## src/rtl/sprite_drawer_if.sv

```systemverilog
// sprite_drawer_if: request/done handshake, sprite ROM ports and VGA plot stream of the sprite drawer.
interface sprite_drawer_if #(
    parameter int SPRITE_W = 8,
    parameter int SPRITE_H = 12,
    parameter int COLOUR_W = 9
);
    localparam int AW = $clog2(SPRITE_W * SPRITE_H);
    logic                drawBG;
    logic                drawChar;
    logic [8:0]          xCoordinate;
    logic [7:0]          yCoordinate;
    logic                doneBG;
    logic                doneChar;
    logic [AW-1:0]       charAddr;
    logic [COLOUR_W-1:0] charData;
    logic [16:0]         bgAddr;
    logic [COLOUR_W-1:0] bgData;
    logic [8:0]          vgaX;
    logic [7:0]          vgaY;
    logic [COLOUR_W-1:0] vgaColour;
    logic                vgaPlot;
    modport master (
        output drawBG, drawChar, xCoordinate, yCoordinate, charData, bgData,
        input  doneBG, doneChar, charAddr, bgAddr, vgaX, vgaY, vgaColour, vgaPlot
    );
    modport slave (
        input  drawBG, drawChar, xCoordinate, yCoordinate, charData, bgData,
        output doneBG, doneChar, charAddr, bgAddr, vgaX, vgaY, vgaColour, vgaPlot
    );
endinterface

```

## src/rtl/sprite_drawer.sv

```systemverilog
// sprite_drawer: sweeps a sprite window and plots background (erase) or character (draw) pixels to VGA.
module sprite_drawer #(
    parameter int SPRITE_W = 8,
    parameter int SPRITE_H = 12,
    parameter int COLOUR_W = 9,
    parameter logic [COLOUR_W-1:0] TRANSPARENT = 9'h1C7
) (
    input logic clock,
    input logic resetn,
    sprite_drawer_if.slave bus
);
    localparam int CW = $clog2(SPRITE_W);
    localparam int RW = $clog2(SPRITE_H);
    localparam int AW = $clog2(SPRITE_W * SPRITE_H);

    typedef enum logic [1:0] {IDLE, SWEEP, FLUSH, DONE} state_t;

    state_t        state_q;
    logic [CW-1:0] col_q;
    logic [RW-1:0] row_q;
    logic [9:0]    x0_q;
    logic [9:0]    y0_q;
    logic          mode_bg_q;
    logic          valid_q;
    logic          done_bg_q;
    logic          done_char_q;
    logic [8:0]    px_q;
    logic [7:0]    py_q;
    logic [10:0]   px_d;
    logic [10:0]   py_d;
    logic          sweeping;
    logic          on_screen;
    logic          last_col;
    logic          last_row;

    // Origin is signed, so a window hanging off the top/left yields negative px/py.
    assign sweeping  = state_q == SWEEP;
    assign px_d      = {x0_q[9], x0_q} + 11'(col_q);
    assign py_d      = {y0_q[9], y0_q} + 11'(row_q);
    assign on_screen = !px_d[10] && !py_d[10] && px_d < 11'd320 && py_d < 11'd240;
    assign last_col  = col_q == CW'(SPRITE_W - 1);
    assign last_row  = row_q == RW'(SPRITE_H - 1);

    assign bus.charAddr  = sweeping ? AW'(row_q) * AW'(SPRITE_W) + AW'(col_q) : '0;
    assign bus.bgAddr    = sweeping && on_screen ?
                           17'({py_d[7:0], 8'd0}) + 17'({py_d[7:0], 6'd0}) + 17'(px_d[8:0]) : '0;
    assign bus.vgaPlot   = valid_q && (mode_bg_q || bus.charData != TRANSPARENT);
    assign bus.vgaColour = valid_q ? (mode_bg_q ? bus.bgData : bus.charData) : '0;
    assign bus.vgaX      = px_q;
    assign bus.vgaY      = py_q;
    assign bus.doneBG    = done_bg_q;
    assign bus.doneChar  = done_char_q;

    always_ff @(posedge clock) begin
        if (!resetn) begin
            state_q     <= IDLE;
            col_q       <= '0;
            row_q       <= '0;
            x0_q        <= '0;
            y0_q        <= '0;
            mode_bg_q   <= 1'b0;
            valid_q     <= 1'b0;
            done_bg_q   <= 1'b0;
            done_char_q <= 1'b0;
            px_q        <= '0;
            py_q        <= '0;
        end else begin
            valid_q <= sweeping && on_screen;
            if (sweeping) begin
                px_q <= px_d[8:0];
                py_q <= py_d[7:0];
            end
            case (state_q)
                IDLE: if (bus.drawBG || bus.drawChar) begin
                    state_q   <= SWEEP;
                    mode_bg_q <= bus.drawBG;
                    x0_q      <= {1'b0, bus.xCoordinate} - 10'(SPRITE_W / 2);
                    y0_q      <= {2'b0, bus.yCoordinate} - 10'(SPRITE_H - 1);
                end
                SWEEP: begin
                    col_q <= last_col ? '0 : col_q + CW'(1);
                    if (last_col) begin
                        row_q <= last_row ? '0 : row_q + RW'(1);
                        if (last_row) state_q <= FLUSH;
                    end
                end
                FLUSH: begin
                    state_q     <= DONE;
                    done_bg_q   <= mode_bg_q;
                    done_char_q <= !mode_bg_q;
                end
                DONE: if (!(mode_bg_q ? bus.drawBG : bus.drawChar)) begin
                    state_q     <= IDLE;
                    done_bg_q   <= 1'b0;
                    done_char_q <= 1'b0;
                end
                default: state_q <= IDLE;
            endcase
        end
    end
endmodule

```

## src/flat_wrapper.sv

```systemverilog
// flat-port wrapper written by rule: the top's interface ports become plain ports
module sprite_drawer_flat 
#(
    parameter int SPRITE_W = 8,
    parameter int SPRITE_H = 12,
    parameter int COLOUR_W = 9,
    parameter logic [COLOUR_W-1:0] TRANSPARENT = 9'h1C7
)
  (clock, resetn, bus_drawBG, bus_drawChar, bus_xCoordinate, bus_yCoordinate, bus_charData, bus_bgData, bus_doneBG, bus_doneChar, bus_charAddr, bus_bgAddr, bus_vgaX, bus_vgaY, bus_vgaColour, bus_vgaPlot);
  sprite_drawer_if #(.SPRITE_W(SPRITE_W), .SPRITE_H(SPRITE_H), .COLOUR_W(COLOUR_W)) bus_i ();
  input logic clock;
  input logic resetn;
  input wire logic [$bits(bus_i.drawBG)-1:0] bus_drawBG;
  input wire logic [$bits(bus_i.drawChar)-1:0] bus_drawChar;
  input wire logic [$bits(bus_i.xCoordinate)-1:0] bus_xCoordinate;
  input wire logic [$bits(bus_i.yCoordinate)-1:0] bus_yCoordinate;
  input wire logic [$bits(bus_i.charData)-1:0] bus_charData;
  input wire logic [$bits(bus_i.bgData)-1:0] bus_bgData;
  output wire logic [$bits(bus_i.doneBG)-1:0] bus_doneBG;
  output wire logic [$bits(bus_i.doneChar)-1:0] bus_doneChar;
  output wire logic [$bits(bus_i.charAddr)-1:0] bus_charAddr;
  output wire logic [$bits(bus_i.bgAddr)-1:0] bus_bgAddr;
  output wire logic [$bits(bus_i.vgaX)-1:0] bus_vgaX;
  output wire logic [$bits(bus_i.vgaY)-1:0] bus_vgaY;
  output wire logic [$bits(bus_i.vgaColour)-1:0] bus_vgaColour;
  output wire logic [$bits(bus_i.vgaPlot)-1:0] bus_vgaPlot;
  assign bus_i.drawBG = bus_drawBG;
  assign bus_i.drawChar = bus_drawChar;
  assign bus_i.xCoordinate = bus_xCoordinate;
  assign bus_i.yCoordinate = bus_yCoordinate;
  assign bus_i.charData = bus_charData;
  assign bus_i.bgData = bus_bgData;
  assign bus_doneBG = bus_i.doneBG;
  assign bus_doneChar = bus_i.doneChar;
  assign bus_charAddr = bus_i.charAddr;
  assign bus_bgAddr = bus_i.bgAddr;
  assign bus_vgaX = bus_i.vgaX;
  assign bus_vgaY = bus_i.vgaY;
  assign bus_vgaColour = bus_i.vgaColour;
  assign bus_vgaPlot = bus_i.vgaPlot;
  sprite_drawer #(.SPRITE_W(SPRITE_W), .SPRITE_H(SPRITE_H), .COLOUR_W(COLOUR_W), .TRANSPARENT(TRANSPARENT)) u_core (.clock(clock), .resetn(resetn), .bus(bus_i));
endmodule
```

## config.mk

```make
export PLATFORM = sky130hd
export DESIGN_NAME = sprite_drawer_flat
export DESIGN_NICKNAME = d
export VERILOG_FILES = /design/src/rtl/sprite_drawer_if.sv /design/src/rtl/sprite_drawer.sv /design/src/flat_wrapper.sv
export SDC_FILE = /design/constraint.sdc
export NUM_CORES = 1
export LEC_CHECK = 0
export ABC_AREA = 1
export CAP_MARGIN = 10
export CORE_MARGIN = 5
export CORE_UTILIZATION = 40
export CTS_CLUSTER_SIZE = 8
export DETAILED_ROUTE_END_ITERATION = 10
export PLACE_DENSITY_LB_ADDON = 0.15
export SLEW_MARGIN = 20
export SYNTH_ARGS = -nofsm -noshare
export SYNTH_HDL_FRONTEND = slang
export SYNTH_SLANG_ARGS = --single-unit
```

## constraint.sdc

```tcl
create_clock -name clock -period 8.2 [get_ports clock]
set_clock_uncertainty 0.15 [all_clocks]
set_input_delay 1.23 -clock clock [delete_from_list [all_inputs] [get_ports clock]]
set_output_delay 1.23 -clock clock [all_outputs]
set_load 0.02 [all_outputs]
```

==> flow_metrics.tcl <==
set metrics [dict create \
    outcome "finished clean" \
    ir_drop_mv 0.128 \
    globalRouteOverflowTotal 0 \
    nNetsFinal 678 \
    dieHeight_um 105 \
    post_cts_resize_count 0 \
    ys_seq_area_share_pct 27.4 \
    rr_startpoint "u_core.row_q[0]" \
    clk_latency_ns 0.30 \
    postRouteAntennaNets 0 \
    cts_buffers 5 \
    cell_internal_pwr_uw 673 \
    finalWeightedCongestion 0.840 \
    vias 3482 \
    path_clk_slew_ns 0.09 \
    worstSetupStartpoint "u_core.row_q[0]" \
    grt_max_degree 41 \
    worstMarginPinSlew_ns 0.803 \
    worstPathCellList "ha_1 -> fa_1 -> xor2_1 -> ha_1 -> nand2_1 -> nand2_1 -> fa_1 -> o21ai_0 -> nand4_1 -> nand2_1 -> xor2_1 -> nor2_4 -> clkdlybuf4s50_1" \
    grt_usage_pct 16.6 \
    whs_ns 0.333 \
    numClockSinks 49 \
    r2r_setup_slack_ns 5.82 \
    fmax_ghz 0.184 \
    avgSynthCellArea_um2 6.93 \
    cp-endpoint "bus_bgAddr[15]" \
    path_class "reg2out" \
    start_util_pct 41.1 \
    max_stage_delay_ns 0.54 \
    routedWlPerCell_um 12.6 \
    rr_endpoint "u_core.valid_q" \
    cap_violations 0 \
    clockPowerShare_pct 11.7 \
    synth_area_leaders "dfxtp_1 (27%), ha_1 (12%), nand2_1 (9.6%)" \
    ioPinCount 92 \
    power.total_uw 1260 \
    dp_hpwl_mm 7.15 \
    finalSetupViolCount 0 \
    hp-class "reg2reg" \
    cts_tree "built" \
    rsz0062_at_grt "false" \
    synth_ff_type "dfxtp_1" \
    final_layout_size_suffix_gt1_share_pct 7.46 \
    port_buffers 91 \
    synth_top_cell_by_area "dfxtp_1" \
    drv_slew 0 \
    area_delta_synth_final_pct 30.2 \
    stdcell_area_um2 4660 \
    grt_pass1_wl_mm 15.6 \
    start_kind "register" \
    cpMostUsedCell "nand2_1" \
    required_ns 6.82 \
    drt-vias-per-instance 4.90 \
    power.leakage_uw 0.00220 \
    postCtsHoldBufs 0 \
    p_seq_share_pct 29.4 \
    power_switching_uw 587 \
    die-area_um2 10900 \
    root_buffer "clkbuf_8" \
    fin_crit_sh_pct 66.2 \
    core-area_um2 8720 \
    die_w_um 105 \
    cp_max_fo 6 \
    hold_viol 0 \
    async_flop_share_pct 0 \
    relSlewSlack_pct 46.4 \
    reg2reg_depth 11 \
    arrival_ns 4.04 \
    yosysTopAreaCellShare_pct 27.4 \
    post-route-min-period_ns 5.42 \
    synth.top_cells.by_count "nand2_1 (92), inv_1 (75), nor2_1 (56)" \
    drc 0 \
    end_kind "output pin" \
    power_density_nw_per_um2 270 \
    cts_setup_buffers 0 \
    worst_path_max_delay_cell "clkdlybuf4s50_1" \
    synth_cell_types 35 \
    grt_pass1_vias 3368 \
    rows 34 \
    synth_seq_cells 49 \
    cts.htree.levels 2 \
    yosysMostFrequentCell "nand2_1" \
    fin_setup_tns_ns 0 \
    clk_path_buf_depth 2 \
    yosysWarnings 0 \
    routed_wl_mm 8.99 \
    p_sw_share_pct 46.6 \
    placed_area_um2 4580 \
    drt_iter0_markers 130 \
    drt_pass1_iterations 5 \
    synth_cells 517 \
    netlist_area_um2 3580 \
    synth_edf_count 0 \
    grt_antenna_before_repair 0 \
    pwr-share-comb_pct 58.9 \
    synth_fp_nets 592 \
    n_antenna_cell 0 \
]
==> per-layer routing <==
layer	vias up	GRT usage, %	wire length (um)
li1	1839	-	-
met3	9	2.96	378
met4	0	4.02	103
met1	1566	22.4	4310
met5	-	0	0
met2	68	27.6	4200
==> kinds of logic after synthesis <==
| logic type | share of synthesized area, % |
|---|---|
| XOR/XNOR | 4.40 |
| flip-flops | 27.4 |
| AO/OA/AOI/OAI | 15.0 |
| adder cells (fa/ha/maj) | 13.2 |
| buffers and inverters | 10.1 |
| AND/OR/NAND/NOR | 29.9 |
==> stage by stage <==
stage	std cells	setup slack [ns]	util [%]
final	711	2.78	53.5
after detailed placement	704	3.09	52.5
after global placement	704	3.16	52.5
after floorplan	517	3.93	-
after CTS	711	2.75	53.5
after global routing	711	2.49	53.5
==> cell type report <==
type	instances	area, um2
repair buffers	94	933
well taps	108	135
clock buffers	7	86.3
inverters	77	289
flip-flops and latches	49	981
fillers	882	4060
multi-input cells	376	2240
==> sequential cells by signal, indices dropped and copies added, names as in the netlist <==
name / count
u_core.col_q: 3
u_core.valid_q: 1
u_core.bus.vgaX: 9
u_core.bus.doneBG: 1
u_core.bus.vgaY: 8
u_core.y0_q: 9
u_core.x0_q: 10
u_core.bus.doneChar: 1
u_core.row_q: 4
u_core.mode_bg_q: 1
u_core.state_q: 2
==> critical path: cells and delay by family (launching register included) <==
family,cells,cell delay (ns)
XOR/XNOR,2,0.55
flip-flops,1,0.37
AND/OR/NAND/NOR,5,0.46
AO/OA/AOI/OAI,1,0.40
buffers and inverters,1,0.54
adder cells (fa/ha/maj),4,1.43
==> power by group through the flow <==
stage | logic (uW) | clock network (uW) | registers (uW)
finish | 742 | 147 | 371
global route | 829 | 166 | 381
CTS | 752 | 152 | 372
detailed placement | 751 | 0 | 377
global placement | 739 | 0 | 375
floorplan | 482 | 0 | 399
==> cell usage in the layout, fill, tap and decap left out, drive strengths merged, types with 2 or more instances in the layout <==
master,synthesis,routed
nand4,9,9
nand3,30,30
nor4,2,2
o21a,2,2
o211ai,5,5
xnor2,6,6
xor2,12,12
o21ai,48,48
clkdlybuf4s50,0,91
a31oi,2,2
fa,3,3
or2,4,4
nand2,102,102
ha,33,33
dfxtp,49,49
a21oi,39,39
nor2,70,70
inv,77,77
nor3,3,3
clkbuf,13,7
buf,2,3
==> worst min-delay path by stage <==
stage                              from                  end  slack (ns)  cells past startpoint
floorplan                u_core.x0_q[0]       u_core.x0_q[0]        0.31                      2
global placement    u_core.bus.doneChar  u_core.bus.doneChar        0.30                      2
detailed placement    u_core.bus.doneBG    u_core.bus.doneBG        0.31                      2
CTS                   u_core.bus.doneBG    u_core.bus.doneBG        0.32                      2
global route          u_core.bus.doneBG    u_core.bus.doneBG        0.35                      2
finish                u_core.bus.doneBG    u_core.bus.doneBG        0.33                      2
(Power assumes the default switching activity.)
